## config.mk

```make
export PLATFORM = sky130hd
export DESIGN_NAME = fib_step_arbiter
export DESIGN_NICKNAME = d
export VERILOG_FILES = /design/src/rtl/fib_step_arbiter.sv
export SDC_FILE = /design/constraint.sdc
export NUM_CORES = 1
export LEC_CHECK = 0
export CAP_MARGIN = 5
export CORE_MARGIN = 2
export CORE_UTILIZATION = 50
export DETAILED_ROUTE_END_ITERATION = 7
export PLACE_DENSITY = 0.68
export SETUP_SLACK_MARGIN = 0.2
export SYNTH_ARGS = -nofsm -noshare
export SYNTH_HDL_FRONTEND = slang
export SYNTH_SLANG_ARGS = --single-unit
```

## constraint.sdc

```tcl
create_clock -name clk -period 8.52 [get_ports clk]
set_input_delay 1.278 -clock clk [delete_from_list [all_inputs] [get_ports clk]]
set_output_delay 1.278 -clock clk [all_outputs]
set_load 0.1 [all_outputs]
```

## src/rtl/fib_step_arbiter.sv

```systemverilog
// Shared Fibonacci step engine: round-robin arbitration of N per-requester (a,b)
// contexts onto one step datapath, with a registered result port.
module fib_step_arbiter #(
  parameter int unsigned N = 4,
  parameter int unsigned W = 8,
  localparam int unsigned IDW = (N > 1) ? $clog2(N) : 1
) (
  input  logic           clk,
  input  logic           rst,
  input  logic [N-1:0]   req,
  input  logic [N-1:0]   clr,
  output logic [N-1:0]   gnt,
  output logic           out_valid,
  output logic [IDW-1:0] out_id,
  output logic [W-1:0]   out_data
);

  logic [W-1:0]   a_q [N];
  logic [W-1:0]   b_q [N];
  logic [IDW-1:0] ptr;

  logic [N-1:0]   elig;
  logic           xfer;
  logic [IDW-1:0] gnt_idx;
  logic [IDW-1:0] ptr_next;
  int unsigned    scan_idx;

  // A clearing requester is never eligible, so clear and step never collide.
  assign elig = req & ~clr;

  // Scan from ptr upward (mod N); the first eligible index wins.
  always_comb begin
    gnt      = '0;
    xfer     = 1'b0;
    gnt_idx  = '0;
    scan_idx = 0;
    for (int unsigned off = 0; off < N; off++) begin
      scan_idx = 32'(ptr) + off;
      if (scan_idx >= N) begin
        scan_idx = scan_idx - N;
      end
      if (!xfer && elig[IDW'(scan_idx)]) begin
        xfer                 = 1'b1;
        gnt_idx              = IDW'(scan_idx);
        gnt[IDW'(scan_idx)]  = 1'b1;
      end
    end
  end

  always_comb begin
    ptr_next = ptr;
    if (xfer) begin
      if (gnt_idx == IDW'(N - 1)) begin
        ptr_next = '0;
      end else begin
        ptr_next = gnt_idx + IDW'(1);
      end
    end
  end

  // Per-context state: clear wins; otherwise advance only the granted context.
  always_ff @(posedge clk or negedge rst) begin
    if (!rst) begin
      for (int i = 0; i < int'(N); i++) begin
        a_q[i] <= '0;
        b_q[i] <= W'(1);
      end
    end else begin
      for (int i = 0; i < int'(N); i++) begin
        if (clr[i]) begin
          a_q[i] <= '0;
          b_q[i] <= W'(1);
        end else if (xfer && (gnt_idx == IDW'(i))) begin
          a_q[i] <= b_q[i];
          b_q[i] <= a_q[i] + b_q[i];
        end
      end
    end
  end

  // Pointer and result registers; id/data hold when nothing transfers.
  always_ff @(posedge clk or negedge rst) begin
    if (!rst) begin
      ptr       <= '0;
      out_valid <= 1'b0;
      out_id    <= '0;
      out_data  <= '0;
    end else begin
      ptr       <= ptr_next;
      out_valid <= xfer;
      if (xfer) begin
        out_id   <= gnt_idx;
        out_data <= a_q[gnt_idx];
      end
    end
  end

endmodule

```

==> impl_results.md, run 1 <==
- Outcome: finished clean
- Slowest cell on crit path: clkdlybuf4s50_1
- Most numerous cell on the critical path: clkdlybuf4s50_1
- CP startpoint: clr[0]
- Total CTS buffers: 9
- Clk root buf: clkbuf_8
- Critical path endpoint category: output pin
- Multi-input logic area: 2930 µm²
- H-tree Lvls: 3
- Clock Latency Late Sink: between 0.3 and 0.4 ns
- Worst slew margin relative to its limit: 26.5%
- CP cell instances: clkdlybuf4s50_1 -> nor3b_1 -> nor2_1 -> a21o_1 -> o21ai_0 -> a22oi_1 -> nand3_1 -> clkdlybuf4s50_1
- Vias: 3997
- First-pass GRT wire length: ~20 mm
- WS Path Type: in -> out
- Post-Layout Cell Count: 670
- Hold Path Class: reg -> reg
- Synth top area share: 36.0%
- Most common cell in the netlist: dfrtp_1
- Critical Path Fanout Max: 19
- Final hold violation count: 0
- Worst Path Required: ~7.2 ns
- Sequential area share after synthesis: 38.0%
- Yosys cell types: 59
- Ys flop type: dfrtp_1
- Worst Setup Start Kind: primary input
- Register area: 1930 µm²
- IO Count: 25
- Drt drc: 0
- Delay-heaviest family, CP: buffers and inverters
- Worst Path Buf+Inv: 2
- Post-Synthesis Cells: 515
- RSZ-0062 raised after global routing: no
- Mean Syn Cell Area: 9.86 µm²
- Hold-fix buffers at CTS: 0
- Area Overhead vs Synth: 10.5%
- Global route overflow: 0
- Reg2reg path depth: 9
- DR pass1 iterations: 5
- CTS resizes: 0
- Critical path depth in cells: 8
- Min cycle time layout: about 5.8 ns
- Initial antenna violation count: 0
- Final nets: approximately 580
- Port Buf Inserts: 24
- MaxCap Viol Count: 0
- Reg2Reg Setup Slack: 4.42 ns
- Reg2reg start: ptr[0]
- Synthesis Warnings: 0
- DIE WIDTH: 105 µm
- Layout cells sized above 1: 14.0%
- N_diodes: 0
- GRT Total Usage: between 20 and 25%
- Maximum clock path buffer count: 2
- Reg2reg end: b_q[14]
- Core area: 9820 µm²
- Synth area leader: dfrtp_1
- Slew Limit Fails: 0
- Final Skew: 0.0159 ns
- Critical path arrival: ~4.5 ns
- Post-route ant nets: 0
- CTS clk-pin slew, worst paths: 0.09 ns
- Peak supply drop: 0.232 mV
- Synth Register Bits: 77
- Fin Setup TNS: 0 ns
- Wire length per cell: between 15 and 20 µm
- Number of fill cells: 883
- Vias per Instance: 5.97
- Number of synthesized flops with an enable pin: 0
- Full die area: 11000 µm²
- Vias in the first global route: 3866
- Worst Max-Slew Pin Slew: 1.10 ns
- Setup bufs post-CTS: 0
- Placed Cells: 654
- CTS tree: yes
- Initial Util: 51.7%
- Final wirelength: 11.7 mm
- Routability-driven placement congestion ratio: approximately 0.85
- Mapped cell area: 5080 µm²
- Drt initial violations: roughly 220
- Syn Nets: between 500 and 600
- Pin count of the biggest net entering global routing: 78
- Final setup viols: 0
- DP HPWL: 8.13 mm
- Clk sink count: 77
- Crit path largest cell delay: approximately 1.1 ns
- Top cells by count, synth: dfrtp_1, ha_1, nand2_1
- Power per cell area: 308 nW/µm²
- Worst Setup EP: gnt[1]
- Top cells by area, synth: dfrtp_1, ha_1, mux2_2, a31o_2, nand3_1
- Row count: 36
- Final worst path period share: 67.8%
- Fmax: 173 MHz
- Async SR Flop Fraction: 100%
- Leakage: 2.60 nW
- Die H: 105 µm
[worst register-to-register path: stages, from the launching register on]
cell and delay (ns):
dfrtp_1 0.72, inv_1 0.29, ha_1 0.52, nand2b_1 0.18, nor4_1 0.07, o31a_1 0.34
o31ai_2 0.91, buf_4 0.36, nand2_1 0.24, mux2_2 0.35
[flip-flops by register name (all words and copies together), names as in the netlist]
name and cells:
a_q 32, out_valid 1, b_q 32, out_data 8, out_id 2, ptr 2
[worst min path at each step]
stage | endpoint | start | slack [ns] | cells past startpoint
global route | b_q[7] | b_q[7] | 0.51 | 1
detailed placement | b_q[23] | b_q[23] | 0.47 | 1
CTS | b_q[7] | b_q[7] | 0.48 | 1
finish | b_q[7] | b_q[7] | 0.48 | 1
global placement | b_q[23] | b_q[23] | 0.46 | 1
floorplan | b_q[23] | b_q[23] | 0.44 | 1
[where the power goes]
part	switching, mW	leakage [nW]	internal (mW)
registers	0.0648	1.04	0.430
clock network	0.147	0.116	0.182
logic	0.649	1.45	0.257
[final cells by class]
type / count / share of cell area (%)
multi-input cells: 394 / 52.2
repair buffers: 28 / 4.77
well taps: 133 / 2.96
clock inverters: 5 / 1.45
flip-flops and latches: 77 / 34.4
inverters: 22 / 1.47
clock buffers: 11 / 2.70
[through the flow]
| step | hold slack (ns) | setup WS [ns] | util (%) | cell area, µm² | total power [mW] |
|---|---|---|---|---|---|
| 2_1_floorplan | 0.441 | 4.20 | - | 5080 | 1.20 |
| 3_3_place_gp | 0.458 | 2.85 | 54.8 | 5380 | 1.38 |
| 3_5_place_dp | 0.468 | 2.77 | 54.8 | 5380 | 1.40 |
| 4_1_cts | 0.484 | 2.75 | 57.2 | 5610 | 1.73 |
| 5_1_grt | 0.506 | 2.60 | 57.2 | 5610 | 1.82 |
| 6_report | 0.481 | 2.74 | 57.2 | 5610 | 1.73 |
[placed cells by master (no fill, tap or decap), drive strengths merged, types with 18 or more instances in the layout]
cell and n:
mux2 20, ha 36, inv 23, nand3 30, dfrtp 73, nor2 23
nand2b 18, a21oi 30, o211ai 19, nand2 37, a31o 18, clkdlybuf4s50 23
[metal layers]
| layer | GRT usage (%) | wire length (µm) | up-vias | part of all wire (%) |
|---|---|---|---|---|
| met5 | 0 | 0 | - | 0 |
| met4 | 5.52 | 91 | 0 | 0.78 |
| met3 | 3.74 | 566 | 11 | 4.8 |
| met2 | 35.9 | 5580 | 111 | 48 |
| met1 | 31.3 | 5500 | 1967 | 47 |
| li1 | - | - | 1908 | - |
[logic make-up (layout without fill, tap and decap cells)]
logic type | after synthesis | in the layout | synth area share, %
AND/OR/NAND/NOR | 170 | 170 | 17.8
AO/OA/AOI/OAI | 126 | 126 | 17.8
flip-flops | 77 | 77 | 38.0
buffers and inverters | 44 | 66 | 4.21
adder cells (fa/ha/maj) | 40 | 40 | 10.4
multiplexers | 34 | 34 | 7.56
XOR/XNOR | 24 | 24 | 4.14
No activity file was read; power rests on OpenSTA's default activity.
==> inputs of run 2 (changes only) <==
==> constraint.sdc (replaced) <==
create_clock -name clk -period 5.92 [get_ports clk]
set_input_delay 0.888 -clock clk [delete_from_list [all_inputs] [get_ports clk]]
set_output_delay 0.888 -clock clk [all_outputs]
set_load 0.1 [all_outputs]
==> run 2 against run 1 <==
Compared with the run above:
- cell count rose by 0.30%
- hold slack got worse by 0.0016 ns
- global-route usage fell by 0.64 points
- via count fell by 2.5%
- critical endpoint is now gnt[3]
- critical path depth rose by 1
- non-clock buffer count rose by 2
- clock power rose by 27%
- highest routed layer unchanged
- wire length fell by 4.5%
- register-to-register slack got worse by 2.2 ns
- total power rose by 39%
- sequential power rose by 44%
- combinational power rose by 41%
==> impl_results.md, run 2 (synthesized netlist as in run 1, its figures left out) <==
- Full die area: 11000 µm² (unchanged)
- CTS resizes: 0 (unchanged)
- Most frequent cells in the layout: dfrtp_1, ha_1, nand2_1 (unchanged)
- WS Path Type: reg -> out (was in -> out)
- DP HPWL: 7.82 mm (was 8.13 mm)
- Worst Setup Start Kind: flip-flop (was primary input)
- Min cycle time layout: 4.30 ns
- DR pass1 iterations: 4 (was 5)
- CTS tree: yes (unchanged)
- Worst Path Required: 5.03 ns (was 7.24 ns)
- Drt initial violations: 231 (was 222)
- Final wirelength: 11.2 mm (was 11.7 mm)
- Port Buf Inserts: 24 (unchanged)
- Clock Latency Late Sink: 0.37 ns (was 0.36 ns)
- Peak supply drop: 0.292 mV (was 0.232 mV)
- Layout cells sized above 1: 14.7% (was 14.0%)
- RSZ-0062 raised after global routing: no (unchanged)
- Vias per Instance: 5.80 (was 5.97)
- Vias: 3897 (was 3997)
- Initial antenna violation count: 0 (unchanged)
- Vias in the first global route: 3796 (was 3866)
- Row count: 36 (unchanged)
- Hold-fix buffers at CTS: 0 (unchanged)
- Final setup viols: 0 (unchanged)
- Wire length per cell: 16.7 µm (was 17.5 µm)
- Hold Path Class: reg -> reg (unchanged)
- Clk root buf: clkbuf_8 (unchanged)
- Final worst path period share: 72.6%
- CP startpoint: ptr[0] (was clr[0])
- Global route overflow: 0 (unchanged)
- Clk sink count: 77 (unchanged)
- Final Skew: 0.0117 ns (was 0.0159 ns)
- Core area: 9820 µm² (unchanged)
- Reg2reg start: ptr[0] (unchanged)
- Post-layout util: 56.9% (was 57.2%)
- Post-route ant nets: 0 (unchanged)
- Power per cell area: 431 nW/µm² (was 308 nW/µm²)
- Reg2Reg Setup Slack: 2.25 ns (was 4.42 ns)
- Critical path arrival: 3.41 ns (was 4.50 ns)
- Post-Layout Cell Count: 672 (was 670)
- GRT Total Usage: 21.6% (was 22.3%)
- Final hold violation count: 0 (unchanged)
- H-tree Lvls: 3 (unchanged)
- First-pass GRT wire length: 19.0 mm (was 19.7 mm)
- Drt drc: 0 (unchanged)
- Critical path endpoint category: output pin (unchanged)
- DIE WIDTH: 105 µm (unchanged)
- MaxCap Viol Count: 0 (unchanged)
- N_diodes: 0 (unchanged)
- Outcome: finished clean (unchanged)
- Total CTS buffers: 9 (unchanged)
- HP Start: b_q[23] (was b_q[7])
- IO Count: 25 (unchanged)
- Final instance area: 5590 µm² (was 5610 µm²)
- Initial Util: 51.7% (unchanged)
- Area Overhead vs Synth: 10.1% (was 10.5%)
- Largest regs: a_q x32, b_q x32, out_data x8 (unchanged)
- Fin Setup TNS: 0 ns (unchanged)
- CTS clk-pin slew, worst paths: 0.08 ns (was 0.09 ns)
- Slew Limit Fails: 0 (unchanged)
- Final nets: 584 (was 582)
- Fin Hold WS: 0.480 ns (was 0.481 ns)
- Worst slew margin relative to its limit: 33.9% (was 26.5%)
- Placed Cells: 656 (was 654)
- Maximum clock path buffer count: 2 (unchanged)
- Routability-driven placement congestion ratio: 0.852 (was 0.847)
- Leakage: 2.61 nW (was 2.60 nW)
- Fmax: approximately 230 MHz
- Pin count of the biggest net entering global routing: 78 (unchanged)
- Critical Path Fanout Max: 18 (was 19)
- Commonest non-fill, non-tap cell in the layout: dfrtp_1 (unchanged)
- Setup bufs post-CTS: 0 (unchanged)
- Placed cell areas: 5390 µm² (was 5380 µm²)
- Die H: 105 µm (unchanged)
- Worst Max-Slew Pin Slew: 0.992 ns (was 1.10 ns)
## run 2: cell count changes in the layout (fill, tap and decap cells not counted), sizes merged
cell	before	now
buf	5	11
clkdlybuf4s50	23	19
clkbuf	11	13
bufinv	2	1
clkinv	1	2
clkinvlp	1	0
inv	23	22
## run 2: final timing paths
kind                       cells past startpoint          end
min                                            1      b_q[23]
min reg2reg                                    1      b_q[23]
max                                            9       gnt[3]
max reg2reg                                    9      a_q[24]
min in group asynchronous                      1    out_id[0]
max in group asynchronous                      1  out_data[2]
## run 2: worst max-delay path: stages (launching register included)
cell and delay, ns:
dfrtp_1 0.69, inv_1 0.28, ha_1 0.47, nor3b_1 0.36, nor2_1 0.12, a21o_1 0.17, o21ai_0 0.39, a22oi_1 0.14
nand3_1 0.12, buf_4 0.29
## run 2: report_power, final
part / switching (mW) / internal [mW] / leakage [nW]
Clock: 0.200 / 0.218 / 0.104
Combinational: 0.909 / 0.372 / 1.47
Sequential: 0.0911 / 0.618 / 1.04
## run 2: metal layers
metal,vias up,track usage [%],wire [µm]
li1,1913,-,-
met1,1897,29.8,5320
met2,74,34.1,5220
met3,13,4.55,496
met4,0,6.95,172
met5,-,0,0
## run 2: layout make-up
class / instances / area (µm²)
Tap cell: 133 / 166
Fill cell: 889 / 4230
Clock buffer: 13 / 159
Timing Repair Buffer: 30 / 273
Sequential cell: 77 / 1930
Multi-Input combinational cell: 394 / 2930
Clock inverter: 3 / 43.8
Inverter: 22 / 82.6
## run 2: per-stage QoR
stage | power (mW) | worst slack (ns)
CTS | 2.42 | 1.64
floorplan | 1.73 | 2.34
global placement | 1.98 | 1.80
finish | 2.41 | 1.62
global route | 2.55 | 1.34
detailed placement | 2.00 | 1.73
